--- config.mk ---
export PLATFORM = sky130hd
export DESIGN_NAME = operand_fetch_flat
export DESIGN_NICKNAME = d
export VERILOG_FILES = /design/src/rtl/operand_fetch_pkg.sv /design/src/rtl/operand_fetch_if.sv /design/src/rtl/operand_forward.sv /design/src/rtl/operand_fetch.sv /design/src/flat_wrapper.sv
export SDC_FILE = /design/constraint.sdc
export NUM_CORES = 1
export LEC_CHECK = 0
export CAP_MARGIN = 20
export CORE_UTILIZATION = 50
export DETAILED_ROUTE_END_ITERATION = 16
export GPL_ROUTABILITY_DRIVEN = 0
export MAX_ROUTING_LAYER = met4
export PLACE_DENSITY = 0.95
export SLEW_MARGIN = 20
export SYNTH_ARGS = -nofsm -noshare
export SYNTH_HDL_FRONTEND = slang
export SYNTH_HIERARCHICAL = 1
export SYNTH_SLANG_ARGS = --single-unit
--- constraint.sdc ---
create_clock -name clock -period 3.45 [get_ports clock]
set_clock_uncertainty 0.15 [all_clocks]
set_input_delay 0.69 -clock clock [delete_from_list [all_inputs] [get_ports clock]]
set_output_delay 0.69 -clock clock [all_outputs]
set_load 0.02 [all_outputs]
--- src/rtl/operand_fetch_pkg.sv ---
// Operand fetch shared types: widths, FSM states,
// the latched instruction bundle and a bypass-match helper.
package operand_fetch_pkg;

  localparam int REGS_DATA_W = 32;
  localparam int REGS_ADDR_W = 5;

  localparam logic ENABLE  = 1'b1;
  localparam logic DISABLE = 1'b0;

  typedef enum logic [1:0] {
    OF_IDLE = 2'd0,
    OF_OPER = 2'd1,
    OF_HOLD = 2'd2
  } of_state_e;

  typedef struct packed {
    logic [REGS_ADDR_W-1:0] rs;
    logic [REGS_ADDR_W-1:0] rt;
    logic                   use_rs;
    logic                   use_rt;
    logic [REGS_DATA_W-1:0] imm;
    logic [REGS_ADDR_W-1:0] rd;
    logic                   wen;
  } of_instr_t;

  // Producer writes src, and src is not the hardwired zero register.
  function automatic logic src_hit(
    input logic                   wen,
    input logic [REGS_ADDR_W-1:0] waddr,
    input logic [REGS_ADDR_W-1:0] src
  );
    return wen && (waddr == src) && (src != '0);
  endfunction

endpackage

--- src/rtl/operand_fetch_if.sv ---
// Decode-side and EX-side valid/ready bundles
// around the operand fetch block.
interface operand_fetch_if
  import operand_fetch_pkg::*;
#(
  parameter int DATA_WIDTH = REGS_DATA_W,
  parameter int ADDR_WIDTH = REGS_ADDR_W
);

  logic                  in_valid;
  logic                  in_ready;
  logic [ADDR_WIDTH-1:0] in_rs;
  logic [ADDR_WIDTH-1:0] in_rt;
  logic                  in_use_rs;
  logic                  in_use_rt;
  logic [DATA_WIDTH-1:0] in_imm;
  logic [ADDR_WIDTH-1:0] in_rd;
  logic                  in_wen;

  logic                  out_valid;
  logic                  out_ready;
  logic [DATA_WIDTH-1:0] out_op_a;
  logic [DATA_WIDTH-1:0] out_op_b;
  logic [ADDR_WIDTH-1:0] out_rd;
  logic                  out_wen;

  modport master (
    output in_valid,
    output in_rs,
    output in_rt,
    output in_use_rs,
    output in_use_rt,
    output in_imm,
    output in_rd,
    output in_wen,
    output out_ready,
    input  in_ready,
    input  out_valid,
    input  out_op_a,
    input  out_op_b,
    input  out_rd,
    input  out_wen
  );

  modport slave (
    input  in_valid,
    input  in_rs,
    input  in_rt,
    input  in_use_rs,
    input  in_use_rt,
    input  in_imm,
    input  in_rd,
    input  in_wen,
    input  out_ready,
    output in_ready,
    output out_valid,
    output out_op_a,
    output out_op_b,
    output out_rd,
    output out_wen
  );

endinterface

--- src/rtl/operand_forward.sv ---
// One-source operand resolver: EX result beats MEM
// result beats register file data; index 0 never bypassed.
module operand_forward
  import operand_fetch_pkg::*;
#(
  parameter int DATA_WIDTH = REGS_DATA_W,
  parameter int ADDR_WIDTH = REGS_ADDR_W
) (
  input  logic [ADDR_WIDTH-1:0] src,
  input  logic [DATA_WIDTH-1:0] gpr_data,
  input  logic                  ex_wen,
  input  logic                  ex_is_load,
  input  logic [ADDR_WIDTH-1:0] ex_waddr,
  input  logic [DATA_WIDTH-1:0] ex_wdata,
  input  logic                  mem_wen,
  input  logic [ADDR_WIDTH-1:0] mem_waddr,
  input  logic [DATA_WIDTH-1:0] mem_wdata,
  output logic [DATA_WIDTH-1:0] value
);

  logic ex_hit;
  logic mem_hit;
  logic mem_only;

  // A load in EX has no data yet, so it cannot bypass.
  assign ex_hit = src_hit(ex_wen & ~ex_is_load,
                          ex_waddr, src);
  assign mem_hit  = src_hit(mem_wen, mem_waddr, src);
  assign mem_only = mem_hit & ~ex_hit;

  // Select the youngest available copy of the source.
  always_comb begin
    value = gpr_data;
    unique case (1'b1)
      ex_hit:   value = ex_wdata;
      mem_only: value = mem_wdata;
      default:  value = gpr_data;
    endcase
  end

endmodule

--- src/rtl/operand_fetch.sv ---
// ID-side operand collector: drives gpr_file reads,
// applies EX/MEM bypass, stalls on load-use, hands to EX.
module operand_fetch
  import operand_fetch_pkg::*;
#(
  parameter int DATA_WIDTH = REGS_DATA_W,
  parameter int ADDR_WIDTH = REGS_ADDR_W
) (
  input  logic                  clock,
  input  logic                  reset,
  input  logic                  flush,
  operand_fetch_if.slave        bus,
  output logic                  gpr_re1,
  output logic                  gpr_re2,
  output logic [ADDR_WIDTH-1:0] gpr_ra1,
  output logic [ADDR_WIDTH-1:0] gpr_ra2,
  input  logic [DATA_WIDTH-1:0] gpr_rd1,
  input  logic [DATA_WIDTH-1:0] gpr_rd2,
  input  logic                  ex_wen,
  input  logic                  ex_is_load,
  input  logic [ADDR_WIDTH-1:0] ex_waddr,
  input  logic [DATA_WIDTH-1:0] ex_wdata,
  input  logic                  mem_wen,
  input  logic [ADDR_WIDTH-1:0] mem_waddr,
  input  logic [DATA_WIDTH-1:0] mem_wdata
);

  of_state_e state_q;
  of_state_e state_d;

  of_instr_t instr_q;
  of_instr_t in_instr;
  of_instr_t sel;

  logic in_ready;
  logic accept;
  logic hazard;
  logic capture;

  logic [DATA_WIDTH-1:0] fwd_a;
  logic [DATA_WIDTH-1:0] fwd_b;
  logic [DATA_WIDTH-1:0] op_a_d;
  logic [DATA_WIDTH-1:0] op_b_d;

  logic                  out_valid_q;
  logic [DATA_WIDTH-1:0] out_op_a_q;
  logic [DATA_WIDTH-1:0] out_op_b_q;
  logic [ADDR_WIDTH-1:0] out_rd_q;
  logic                  out_wen_q;

  assign in_instr = '{
    rs:     bus.in_rs,
    rt:     bus.in_rt,
    use_rs: bus.in_use_rs,
    use_rt: bus.in_use_rt,
    imm:    bus.in_imm,
    rd:     bus.in_rd,
    wen:    bus.in_wen
  };

  // Acceptance window; closed during reset and redirect.
  always_comb begin
    in_ready = DISABLE;
    if (!reset && !flush) begin
      unique case (state_q)
        OF_IDLE: in_ready = ENABLE;
        OF_OPER: in_ready = DISABLE;
        OF_HOLD: in_ready = bus.out_ready;
        default: in_ready = DISABLE;
      endcase
    end
  end

  assign accept       = bus.in_valid & in_ready;
  assign bus.in_ready = in_ready;

  // New fields go straight to the read ports on accept,
  // so data lands while the instruction sits in OPER.
  assign sel     = accept ? in_instr : instr_q;
  assign gpr_ra1 = sel.rs;
  assign gpr_ra2 = sel.rt;
  assign gpr_re1 = sel.use_rs & ~reset;
  assign gpr_re2 = sel.use_rt & ~reset;

  // Load in EX feeding a used source: wait for MEM.
  assign hazard =
    (instr_q.use_rs &
     src_hit(ex_wen & ex_is_load, ex_waddr, instr_q.rs)) |
    (instr_q.use_rt &
     src_hit(ex_wen & ex_is_load, ex_waddr, instr_q.rt));

  operand_forward #(
    .DATA_WIDTH (DATA_WIDTH),
    .ADDR_WIDTH (ADDR_WIDTH)
  ) u_fwd_rs (
    .src        (instr_q.rs),
    .gpr_data   (gpr_rd1),
    .ex_wen     (ex_wen),
    .ex_is_load (ex_is_load),
    .ex_waddr   (ex_waddr),
    .ex_wdata   (ex_wdata),
    .mem_wen    (mem_wen),
    .mem_waddr  (mem_waddr),
    .mem_wdata  (mem_wdata),
    .value      (fwd_a)
  );

  operand_forward #(
    .DATA_WIDTH (DATA_WIDTH),
    .ADDR_WIDTH (ADDR_WIDTH)
  ) u_fwd_rt (
    .src        (instr_q.rt),
    .gpr_data   (gpr_rd2),
    .ex_wen     (ex_wen),
    .ex_is_load (ex_is_load),
    .ex_waddr   (ex_waddr),
    .ex_wdata   (ex_wdata),
    .mem_wen    (mem_wen),
    .mem_waddr  (mem_waddr),
    .mem_wdata  (mem_wdata),
    .value      (fwd_b)
  );

  assign op_a_d = instr_q.use_rs ? fwd_a : '0;
  assign op_b_d = instr_q.use_rt ? fwd_b : instr_q.imm;

  assign capture = (state_q == OF_OPER) & ~hazard & ~flush;

  // Next-state: redirect wins, then per-state progress.
  always_comb begin
    state_d = state_q;
    if (flush) begin
      state_d = OF_IDLE;
    end else begin
      unique case (state_q)
        OF_IDLE: begin
          if (accept) state_d = OF_OPER;
        end
        OF_OPER: begin
          if (!hazard) state_d = OF_HOLD;
        end
        OF_HOLD: begin
          if (bus.out_ready) begin
            state_d = accept ? OF_OPER : OF_IDLE;
          end
        end
        default: state_d = OF_IDLE;
      endcase
    end
  end

  // State and latched instruction fields.
  always_ff @(posedge clock) begin
    if (reset) begin
      state_q <= OF_IDLE;
      instr_q <= '0;
    end else begin
      state_q <= state_d;
      if (accept) instr_q <= in_instr;
    end
  end

  // Output valid: set on resolve, cleared on take or redirect.
  always_ff @(posedge clock) begin
    if (reset) begin
      out_valid_q <= 1'b0;
    end else if (flush) begin
      out_valid_q <= 1'b0;
    end else if (capture) begin
      out_valid_q <= 1'b1;
    end else if (state_q == OF_HOLD && bus.out_ready) begin
      out_valid_q <= 1'b0;
    end
  end

  // Output payload: loaded once per instruction, then held.
  always_ff @(posedge clock) begin
    if (reset) begin
      out_op_a_q <= '0;
      out_op_b_q <= '0;
      out_rd_q   <= '0;
      out_wen_q  <= 1'b0;
    end else if (capture) begin
      out_op_a_q <= op_a_d;
      out_op_b_q <= op_b_d;
      out_rd_q   <= instr_q.rd;
      out_wen_q  <= instr_q.wen;
    end
  end

  assign bus.out_valid = out_valid_q;
  assign bus.out_op_a  = out_op_a_q;
  assign bus.out_op_b  = out_op_b_q;
  assign bus.out_rd    = out_rd_q;
  assign bus.out_wen   = out_wen_q;

endmodule

--- src/flat_wrapper.sv ---
// flat-port wrapper written by rule: the top's interface ports become plain ports
module operand_fetch_flat import operand_fetch_pkg::*;
#(
  parameter int DATA_WIDTH = REGS_DATA_W,
  parameter int ADDR_WIDTH = REGS_ADDR_W
)
  (clock, reset, flush, gpr_re1, gpr_re2, gpr_ra1, gpr_ra2, gpr_rd1, gpr_rd2, ex_wen, ex_is_load, ex_waddr, ex_wdata, mem_wen, mem_waddr, mem_wdata, bus_in_valid, bus_in_rs, bus_in_rt, bus_in_use_rs, bus_in_use_rt, bus_in_imm, bus_in_rd, bus_in_wen, bus_out_ready, bus_in_ready, bus_out_valid, bus_out_op_a, bus_out_op_b, bus_out_rd, bus_out_wen);
  operand_fetch_if #(.DATA_WIDTH(DATA_WIDTH), .ADDR_WIDTH(ADDR_WIDTH)) bus_i ();
  input  logic clock;
  input  logic reset;
  input  logic flush;
  output logic gpr_re1;
  output logic gpr_re2;
  output logic [ADDR_WIDTH-1:0] gpr_ra1;
  output logic [ADDR_WIDTH-1:0] gpr_ra2;
  input  logic [DATA_WIDTH-1:0] gpr_rd1;
  input  logic [DATA_WIDTH-1:0] gpr_rd2;
  input  logic ex_wen;
  input  logic ex_is_load;
  input  logic [ADDR_WIDTH-1:0] ex_waddr;
  input  logic [DATA_WIDTH-1:0] ex_wdata;
  input  logic mem_wen;
  input  logic [ADDR_WIDTH-1:0] mem_waddr;
  input  logic [DATA_WIDTH-1:0] mem_wdata;
  input wire logic [$bits(bus_i.in_valid)-1:0] bus_in_valid;
  input wire logic [$bits(bus_i.in_rs)-1:0] bus_in_rs;
  input wire logic [$bits(bus_i.in_rt)-1:0] bus_in_rt;
  input wire logic [$bits(bus_i.in_use_rs)-1:0] bus_in_use_rs;
  input wire logic [$bits(bus_i.in_use_rt)-1:0] bus_in_use_rt;
  input wire logic [$bits(bus_i.in_imm)-1:0] bus_in_imm;
  input wire logic [$bits(bus_i.in_rd)-1:0] bus_in_rd;
  input wire logic [$bits(bus_i.in_wen)-1:0] bus_in_wen;
  input wire logic [$bits(bus_i.out_ready)-1:0] bus_out_ready;
  output wire logic [$bits(bus_i.in_ready)-1:0] bus_in_ready;
  output wire logic [$bits(bus_i.out_valid)-1:0] bus_out_valid;
  output wire logic [$bits(bus_i.out_op_a)-1:0] bus_out_op_a;
  output wire logic [$bits(bus_i.out_op_b)-1:0] bus_out_op_b;
  output wire logic [$bits(bus_i.out_rd)-1:0] bus_out_rd;
  output wire logic [$bits(bus_i.out_wen)-1:0] bus_out_wen;
  assign bus_i.in_valid = bus_in_valid;
  assign bus_i.in_rs = bus_in_rs;
  assign bus_i.in_rt = bus_in_rt;
  assign bus_i.in_use_rs = bus_in_use_rs;
  assign bus_i.in_use_rt = bus_in_use_rt;
  assign bus_i.in_imm = bus_in_imm;
  assign bus_i.in_rd = bus_in_rd;
  assign bus_i.in_wen = bus_in_wen;
  assign bus_i.out_ready = bus_out_ready;
  assign bus_in_ready = bus_i.in_ready;
  assign bus_out_valid = bus_i.out_valid;
  assign bus_out_op_a = bus_i.out_op_a;
  assign bus_out_op_b = bus_i.out_op_b;
  assign bus_out_rd = bus_i.out_rd;
  assign bus_out_wen = bus_i.out_wen;
  operand_fetch #(.DATA_WIDTH(DATA_WIDTH), .ADDR_WIDTH(ADDR_WIDTH)) u_core (.clock(clock), .reset(reset), .flush(flush), .bus(bus_i), .gpr_re1(gpr_re1), .gpr_re2(gpr_re2), .gpr_ra1(gpr_ra1), .gpr_ra2(gpr_ra2), .gpr_rd1(gpr_rd1), .gpr_rd2(gpr_rd2), .ex_wen(ex_wen), .ex_is_load(ex_is_load), .ex_waddr(ex_waddr), .ex_wdata(ex_wdata), .mem_wen(mem_wen), .mem_waddr(mem_waddr), .mem_wdata(mem_wdata));
endmodule
Yosys cells after proc, flatten, opt, wreduce, memory -nomap -nowiden:

Index checks and enable logic that the tools add are counted.

* $add $sub $neg: 0
* multiply operators: 0
* div/mod/pow operators: 0
* magnitude comparators: 0
* eq/ne operators: 9
* shift operators: 0
* mux-type cells: 14
* bitwise gates (word level): 18
* reduce and logical (&&, ||, !) cells: 22

Operators with widths (number)
* $pmux 32 s2: 2
* $mux 32: 2
* $mux 50: 1
* $eq 5x5->1: 4
* $logic_and 1x1->1: 14
* $and 1x1->1: 11
* $reduce_bool 5->1: 2
* $mux 2: 3
* $not 1->1: 6
* $pmux 2 s3: 1
* $mux 1: 4
* $ne 2x2->1 const B: 2
* $reduce_and 3->1: 1
* $eq 2x1->1 const B: 1
* $eq 2x2->1 const B: 1
* $logic_not 1->1: 2
* $logic_not 2->1: 1
* $ne 2x1->1 const B: 1
* $pmux 1 s2: 1
* $reduce_bool 2->1: 1
* $reduce_or 2->1: 1
* $or 1x1->1: 1

* bits in registers: 123
* bits in latches: 0
* memory bits (writable): 0
* bits in read-only memories: 0
* bits of input ports: 196
* output and inout bits: 84
* word-level logic and storage cells: 76
* memories kept: 0

Depth between registers and ports, before layout:

Gate-level depths: netlist of run 1.

* depth in word-level cells: 9
* depth in mapped cells: 8

By module:

Netlist of run 1, hierarchy kept.

By module, submodules not included
* operand_fetch: times used 1, cells an instance 576, area an instance 5440.2 um^2, seq. area each 2462.4 um^2
* operand_forward: times used 2, cells an instance 174, area an instance 1252.5 um^2, seq. area each 0.0 um^2

Worst setup path after synthesis of run 1:

No wires, ideal clock.

* path kind: input to output
* start point: in reset
* end point: out gpr_re1
* arrival: 2.354 ns
* slack: 0.256 ns
* cell stages on the path: 7
* buffers on the path: 2
* path through: or2_1 -> a211oi_2 -> and2_1 -> clkbuf_1 -> buf_2 -> nand2_1 -> a21oi_1

* cells in the longest elaborated chain, start to end: 6
* elaborated cells between the ends (all ways): 7

Ends and longest elaborated chain
* start, declared: line flat_wrapper.sv:10 `input logic reset;`
* $logic_not 1->1: line operand_fetch.sv:64 `if (!reset && !flush) begin`
* $logic_and 1x1->1: line operand_fetch.sv:64
* $mux 1: line operand_fetch.sv:64
* via bus_in_ready: line flat_wrapper.sv:34 `output wire logic [$bits(bus_i.in_ready)-1:0] bus_in_ready;`
* $and 1x1->1: line operand_fetch.sv:74 `assign accept = bus.in_valid & in_ready;`
* $mux 50
* $and 1x1->1: line operand_fetch.sv:82 `assign gpr_re1 = sel.use_rs & ~reset;`
* end, declared: line flat_wrapper.sv:12 `output logic gpr_re1;`

The timed path passes the listed nets, and every way through them passes these cells.

Worst setup path after layout of run 1:

* start point: in flush
* end point: out gpr_ra2[0]

* cells in the longest elaborated chain, start to end: 5

Ends and longest elaborated chain
* start, declared: line flat_wrapper.sv:11 `input logic flush;`
* $logic_not 1->1: line operand_fetch.sv:64
* $logic_and 1x1->1: line operand_fetch.sv:64
* $mux 1: line operand_fetch.sv:64
* $and 1x1->1: line operand_fetch.sv:74
* $mux 50
* end, declared: line flat_wrapper.sv:15 `output logic [ADDR_WIDTH-1:0] gpr_ra2;`

Every way passes these cells.

==> results of run 1 <==
sequential cells by signal (all words and copies together), names as in the netlist:
| signal | count |
|---|---|
| u_core/bus.out_op_a | 32 |
| u_core/bus.out_op_b | 32 |
| u_core/bus.out_rd | 5 |
| u_core/bus.out_valid | 1 |
| u_core/bus.out_wen | 1 |
| u_core/instr_q | 50 |
| u_core/state_q | 2 |
metrics by stage:
stage               worst slack (ps)  util (%)
floorplan                        256         -
global placement                -175      69.3
detailed placement              -333      69.3
CTS                             8.78      73.3
global route                    4.44      73.3
finish                          56.5      73.3
cell type report:
class,count,area (um2),area share [%]
Clock buffer,17,425,3.78
Clock inverter,14,195,1.73
Inverter,2,7.51,0.0666
Multi-Input combinational cell,686,4860,43.2
Sequential cell,123,2460,21.9
Tap cell,211,264,2.34
Timing Repair Buffer,311,3040,27.0
worst min path at each step:
stage	end	slack, ps
after floorplan	u_core/instr_q[10]	290
after global placement	u_core/instr_q[19]	290
after detailed placement	u_core/instr_q[0]	300
after CTS	u_core/instr_q[25]	310
after global routing	u_core/instr_q[25]	320
final	u_core/instr_q[21]	300
cells by family (layout without fill, tap and decap cells):
logic type                after synthesis  in the layout
DFF                                   123            123
muxes                                  74             74
buffers and inverters                 115            344
AOI/OAI and AO/OA                     262            262
and+or+nand+nor                       322            322
xor gates and xnor gates               28             28
layer usage:
layer | vias to the layer above | GRT usage [%]
met5 | - | -
met4 | 0 | 17.1
met3 | 111 | 7.64
met2 | 599 | 56.2
met1 | 4008 | 43.8
li1 | 3855 | -
cells in the mapped netlist, drive strengths merged (3+ instances only):
library cell	count
dfxtp	123
nand2	117
a31oi	96
nand3	69
o21ai	65
mux2i	64
nor4	64
buf	61
clkbuf	52
a21oi	51
a211oi	33
nand2b	33
xnor2	26
nor2b	15
mux2	10
nand4	10
o31ai	7
nor2	4
or3	3
what timing repair did:
action	4_1_cts	5_1_grt
resized for setup	14	9
setup endpoints to repair	12	11
hold buffers	0	0
pin swaps	1	0
setup buffers	1	0
worst reg2reg max path: cells and delay by family, from the launching register on:
family | cells | cell delay [ps]
AO/OA/AOI/OAI | 4 | 1560
flip-flops | 1 | 370
multiplexers | 1 | 140
AND/OR/NAND/NOR | 1 | 590
power by group:
part | internal, W | switching [W] | total (W)
Clock | 0.00121 | 0.000692 | 0.00190
Combinational | 0.000349 | 0.000357 | 0.000706
Sequential | 0.00145 | 0.0000214 | 0.00147
==> results.md, run 1 <==
- Startpoint types: input port
- Clock-pin slew on the worst setup and hold paths: around 50 ps
- Average cell area after synthesis: around 8.6 um2
- Worst R2R Path Depth: 6
- CTS Buffer Depth: 2
- Synth Instances: 924
- Clock Latency Late Sink: about 410 ps
- Per-cell routed wire length: 21.3 um
- Max Freq: just under 300 MHz
- Minimum clock period: roughly 3400 ps
- Setup crit start: flush
- Synth Net Count: approximately 1100
- Synth Area in Compound Gates: between 20% and 30%
- Peak supply drop: a little over 0.0003 V
- Total power: 0.00408 W
- Worst r2r dst: u_core/bus.out_op_b[17]
- Max-slew headroom: between 30% and 40%
- Met3 WL post-DR: around 3100 um
- Setup violators final: 0
- Antenna-violating nets left: 0
- Met2 wire len: 13600 um
- Mux share of post-synthesis cell area: a little under a tenth
- Root Buffer: clkbuf_16
- Yosys reg bits: about 120
- Vias per cell: approximately 6.3
- Crit Path Class: input port to output pin
- Fin cells: ~1400
- # IOs: 280
- Area leader, netlist: dfxtp_1
- Proportion of layout cells with a drive suffix above 1: 16.2%
- Via count: 8573
- Most frequent cells in the layout: 266 x clkdlybuf4s50_1, 122 x dfxtp_1, 116 x nand2_1
- FP Rows: 45
- Final-stage net count: roughly 1300
- Yosys warns: 6
- Crit path required time: about 2600 ps
- R2R Setup Slk: around 540 ps
- Post-synthesis simple-gate area fraction: 20.9%
- Ant. Diodes: 0
- Area share of the largest cell type after synthesis: a little under a third
- Top FF cell, synth: dfxtp_1
- CP Capture Point: gpr_ra2[0]
- Status: finished, final reports clean
- Max-slew violations: 0
- Htree depth: 4
- Final Hold Fails: 0
- Synth async-reset ratio: 0%
- Layout area overhead: 41.8%
- Delay-heaviest family, CP: buffers and inverters
- Post-synthesis adder-cell area fraction: 0%
- Crit. End Element: output pin
- Final period util: 98.4%
- Die area: 0.0164 mm2
- RSZ-0062 raised after global routing: false
- Hold Startpoint: u_core/instr_q[21]
- Worst path bufs/invs: 3
- Post-route DRC: 0
- Worst path depth: 7
- Met1 wire length: 11200 um
- Placed cell areas: 0.0106 mm2
- Post-DP HPWL: approximately 20000 um
- Max layer used: met4
- Mapped Area: ~0.0079 mm2
- Fill cells: 1088
- Number of synthesized flops with an enable pin: 0
- Final instance area: around 0.011 mm2
- Hold WS: ~300 ps
- Largest net degree at the start of global routing: 69
- Drt first-iter violations: slightly above 1000
- Die height: 128 um
- Cell Chain, Critical Path: clkdlybuf4s50_1, or2_4, a211oi_4, buf_4, nand2_4, mux2_2, dlygate4sd2_1
- Min-Delay Path Depth: 2
- Vias in the first global route: between 8000 and 9000
- Reg2reg start: u_core/instr_q[44]
- 1st-pass router iterations: 5
- CP max stage delay: 440 ps
- Post-synth cell types: 40
- CTS tree: done
- Pwr dens: approximately 360 mW/mm2
- Grt total ovfl: 0
- Register area share after synthesis: around 31%
- Crit path arrival time: 2550 ps
- CTS Sinks: 123
- Die width: about 130 um
- Initial antenna violation count: 0
- Post-Synth XOR/XNOR Area: 3.28%
- Worst-margin pin slew: between 900 and 1000 ps
- MaxCap Viol Count: 0
- Num CTS Buffers: 17
- Most common cell after layout, fill and taps aside: clkdlybuf4s50_1
- Fin Setup TNS: 0 ps
- Routed WL: about 29000 um
- Lkg Pwr: between 3 and 4 nW
- Port Buf Inserts: 279
- Dpl cells: 1332
- Worst min-delay path category: register to register
- Critical path fanouts, max: 12
- Core area: about 0.015 mm2
- First-pass GRT wire length: 44000 um
- Largest family of logic cells by synthesized area: compound AO/OA/AOI/OAI gates
- Crit path max-delay cell type: clkdlybuf4s50_1
- Initial core utilization: a little over 50%
- Tot GR Track Use: 35.8%
- Synth top area cells: dfxtp_1 31%, a31oi_2 9.4%, mux2i_1 8.1%
No activity file was read; power rests on OpenSTA's default activity.
==> inputs of run 2 (changes only) <==
- CORE_MARGIN: unset -> 2
==> run 2 against run 1 <==
- sequential cell count unchanged
- worst hold slack gained 2.7 ps
- clock-buffer cell count increased by 5
- sequential share of layout area is 0.063 points lower
- critical path depth unchanged
- core utilization shrank 1.4 points
==> results.md, run 2 (synthesis results as in run 1) <==
- Worst R2R Path Depth: 6
- # IOs: 280
- Crit. End Element: output pin
- 1st-pass router iterations: 8
- Final Hold Fails: 0
- Worst-margin pin slew: between 900 and 1000 ps
- CTS Buffer Depth: 2
- Power Internal: 0.00292 W
- Multi-input gate area: a little under 0.005 mm2
- Worst min-delay path category: register to register
- Reg2reg start: u_core/instr_q[44]
- Setup crit start: flush
- Vias per cell: roughly 6.3
- Num CTS Buffers: 17
- Post-route DRC: 0
- Most frequent cells in the layout: 266 x clkdlybuf4s50_1, 122 x dfxtp_1, 116 x nand2_1
- Clock-pin slew on the worst setup and hold paths: around 60 ps
- Lkg Pwr: ~3.4 nW
- Port Buf Inserts: 279
- R2R Setup Slk: around 630 ps
- Die area: around 0.017 mm2
- Setup violators final: 0
- Proportion of layout cells with a drive suffix above 1: between 10% and 20%
- Ant. Diodes: 0
- Routed WL: 28900 um
- Fin Setup TNS: 0 ps
- Crit path arrival time: 2560 ps
- Htree depth: 4
- Crit path required time: approximately 2600 ps
- Max-slew headroom: 34.1%
- CP Capture Point: gpr_ra1[4]
- Min-Delay Path Depth: 2
- Cell Chain, Critical Path: clkdlybuf4s50_1, or2_1, a211oi_4, buf_4, and2_4, mux2_2, clkdlybuf4s15_1
- Total power: 0.00397 W
- CP max stage delay: around 420 ps
- Status: finished, final reports clean
- Vias in the first global route: 8327
- Drt first-iter violations: between 1000 and 1500
- Max reg flops: 50
- Logic pwr share: between 10% and 20%
- Via count: 8698
- Clock power frac: approximately 45%
- Initial antenna violation count: 0
- Pwr dens: approximately 350 mW/mm2
- Startpoint types: input port
- Fill cells: around 1200
- Final-stage net count: 1344
- Hold WS: between 300 and 400 ps
- Minimum clock period: 3400 ps
- RSZ-0062 raised after global routing: true
- Max Freq: 294 MHz
- Layout area overhead: 42.2%
- Worst r2r dst: u_core/bus.out_op_b[31]
- Per-cell routed wire length: between 20 and 25 um
- Die height: between 100 and 150 um
- Most common cell after layout, fill and taps aside: clkdlybuf4s50_1
- Net Sw Power: about 0.0010 W
- Antenna-violating nets left: 0
- Tot GR Track Use: 33.8%
- MaxCap Viol Count: 0
- Core area: about 0.016 mm2
- Crit Path Class: input port to output pin
- Final period util: about 99%
- Clock Latency Late Sink: between 400 and 500 ps
- Switch share: 26.4%
- # hold bufs at CTS: 0
- Max-slew violations: 0
- CTS Sinks: 123
- Critical path fanouts, max: 5
- Register area: around 0.0025 mm2
- FP Rows: 46
- Post-DP HPWL: around 20000 um
- Largest net degree at the start of global routing: 78
- Largest Register: u_core/instr_q
- First-pass GRT wire length: 43300 um
- Grt total ovfl: 0
- Initial core utilization: around half
- Root Buffer: clkbuf_16
- Sequential cell fraction of total power: about 37%
- Die width: about 130 um
- CTS tree: done
- Peak supply drop: about 0.00033 V
- Crit path max-delay cell type: clkdlybuf4s50_1
-- run 2: final cells by class --
class                      instances  share of cell area (%)
clock inverter                    10                    1.01
multi-input combinational        686                    43.0
sequential                       123                    21.8
tap                              216                    2.39
clock buffer                      22                    4.20
inverter                           2                  0.0665
timing repair buffer             318                    27.5
-- run 2: power groups by stage --
stage                     Clock [W]  Combinational, W  Sequential (W)
after floorplan                   0          0.000336         0.00150
after global placement            0          0.000675         0.00150
after detailed placement          0          0.000688         0.00150
after CTS                   0.00181          0.000692         0.00147
after global routing        0.00187          0.000739         0.00147
final                       0.00179          0.000709         0.00147
-- run 2: layer usage --
metal  share of wire [%]  GRT usage, %
met3                  10          6.72
met4                 4.1          14.9
met1                  39          42.3
met5                   0             -
met2                  46          53.0
-- run 2: what timing repair did --
action	4_1_cts	5_1_grt
endpoints found under the setup margin	12	2
setup buffers	1	1
pin swaps	1	1
endpoints found under the hold margin	0	0
resized for setup	16	2
-- run 2: per-stage QoR --
step,cell area [um2],cells,worst slack (ps),utilization [%]
after global routing,11300,1377,-6.89,71.9
final,11300,1377,48.4,71.9
after global placement,10700,1343,-172,68.0
after floorplan,7950,924,256,-
after CTS,11300,1376,26.8,71.8
after detailed placement,10700,1343,-268,68.0
-- run 2: worst max-delay path: cells and delay by family --
| family | cells | cell delay, ps |
|---|---|---|
| AOI/OAI and AO/OA | 1 | 240 |
| buffers and inverters | 3 | 860 |
| muxes | 1 | 350 |
| and+or+nand+nor | 2 | 420 |
-- run 2: worst min path at each step --
stage | from | to
3_5_place_dp | u_core/instr_q[1] | u_core/instr_q[1]
2_1_floorplan | u_core/instr_q[10] | u_core/instr_q[10]
4_1_cts | u_core/instr_q[1] | u_core/instr_q[1]
5_1_grt | u_core/instr_q[10] | u_core/instr_q[10]
3_3_place_gp | u_core/instr_q[11] | u_core/instr_q[11]
6_report | u_core/instr_q[20] | u_core/instr_q[20]
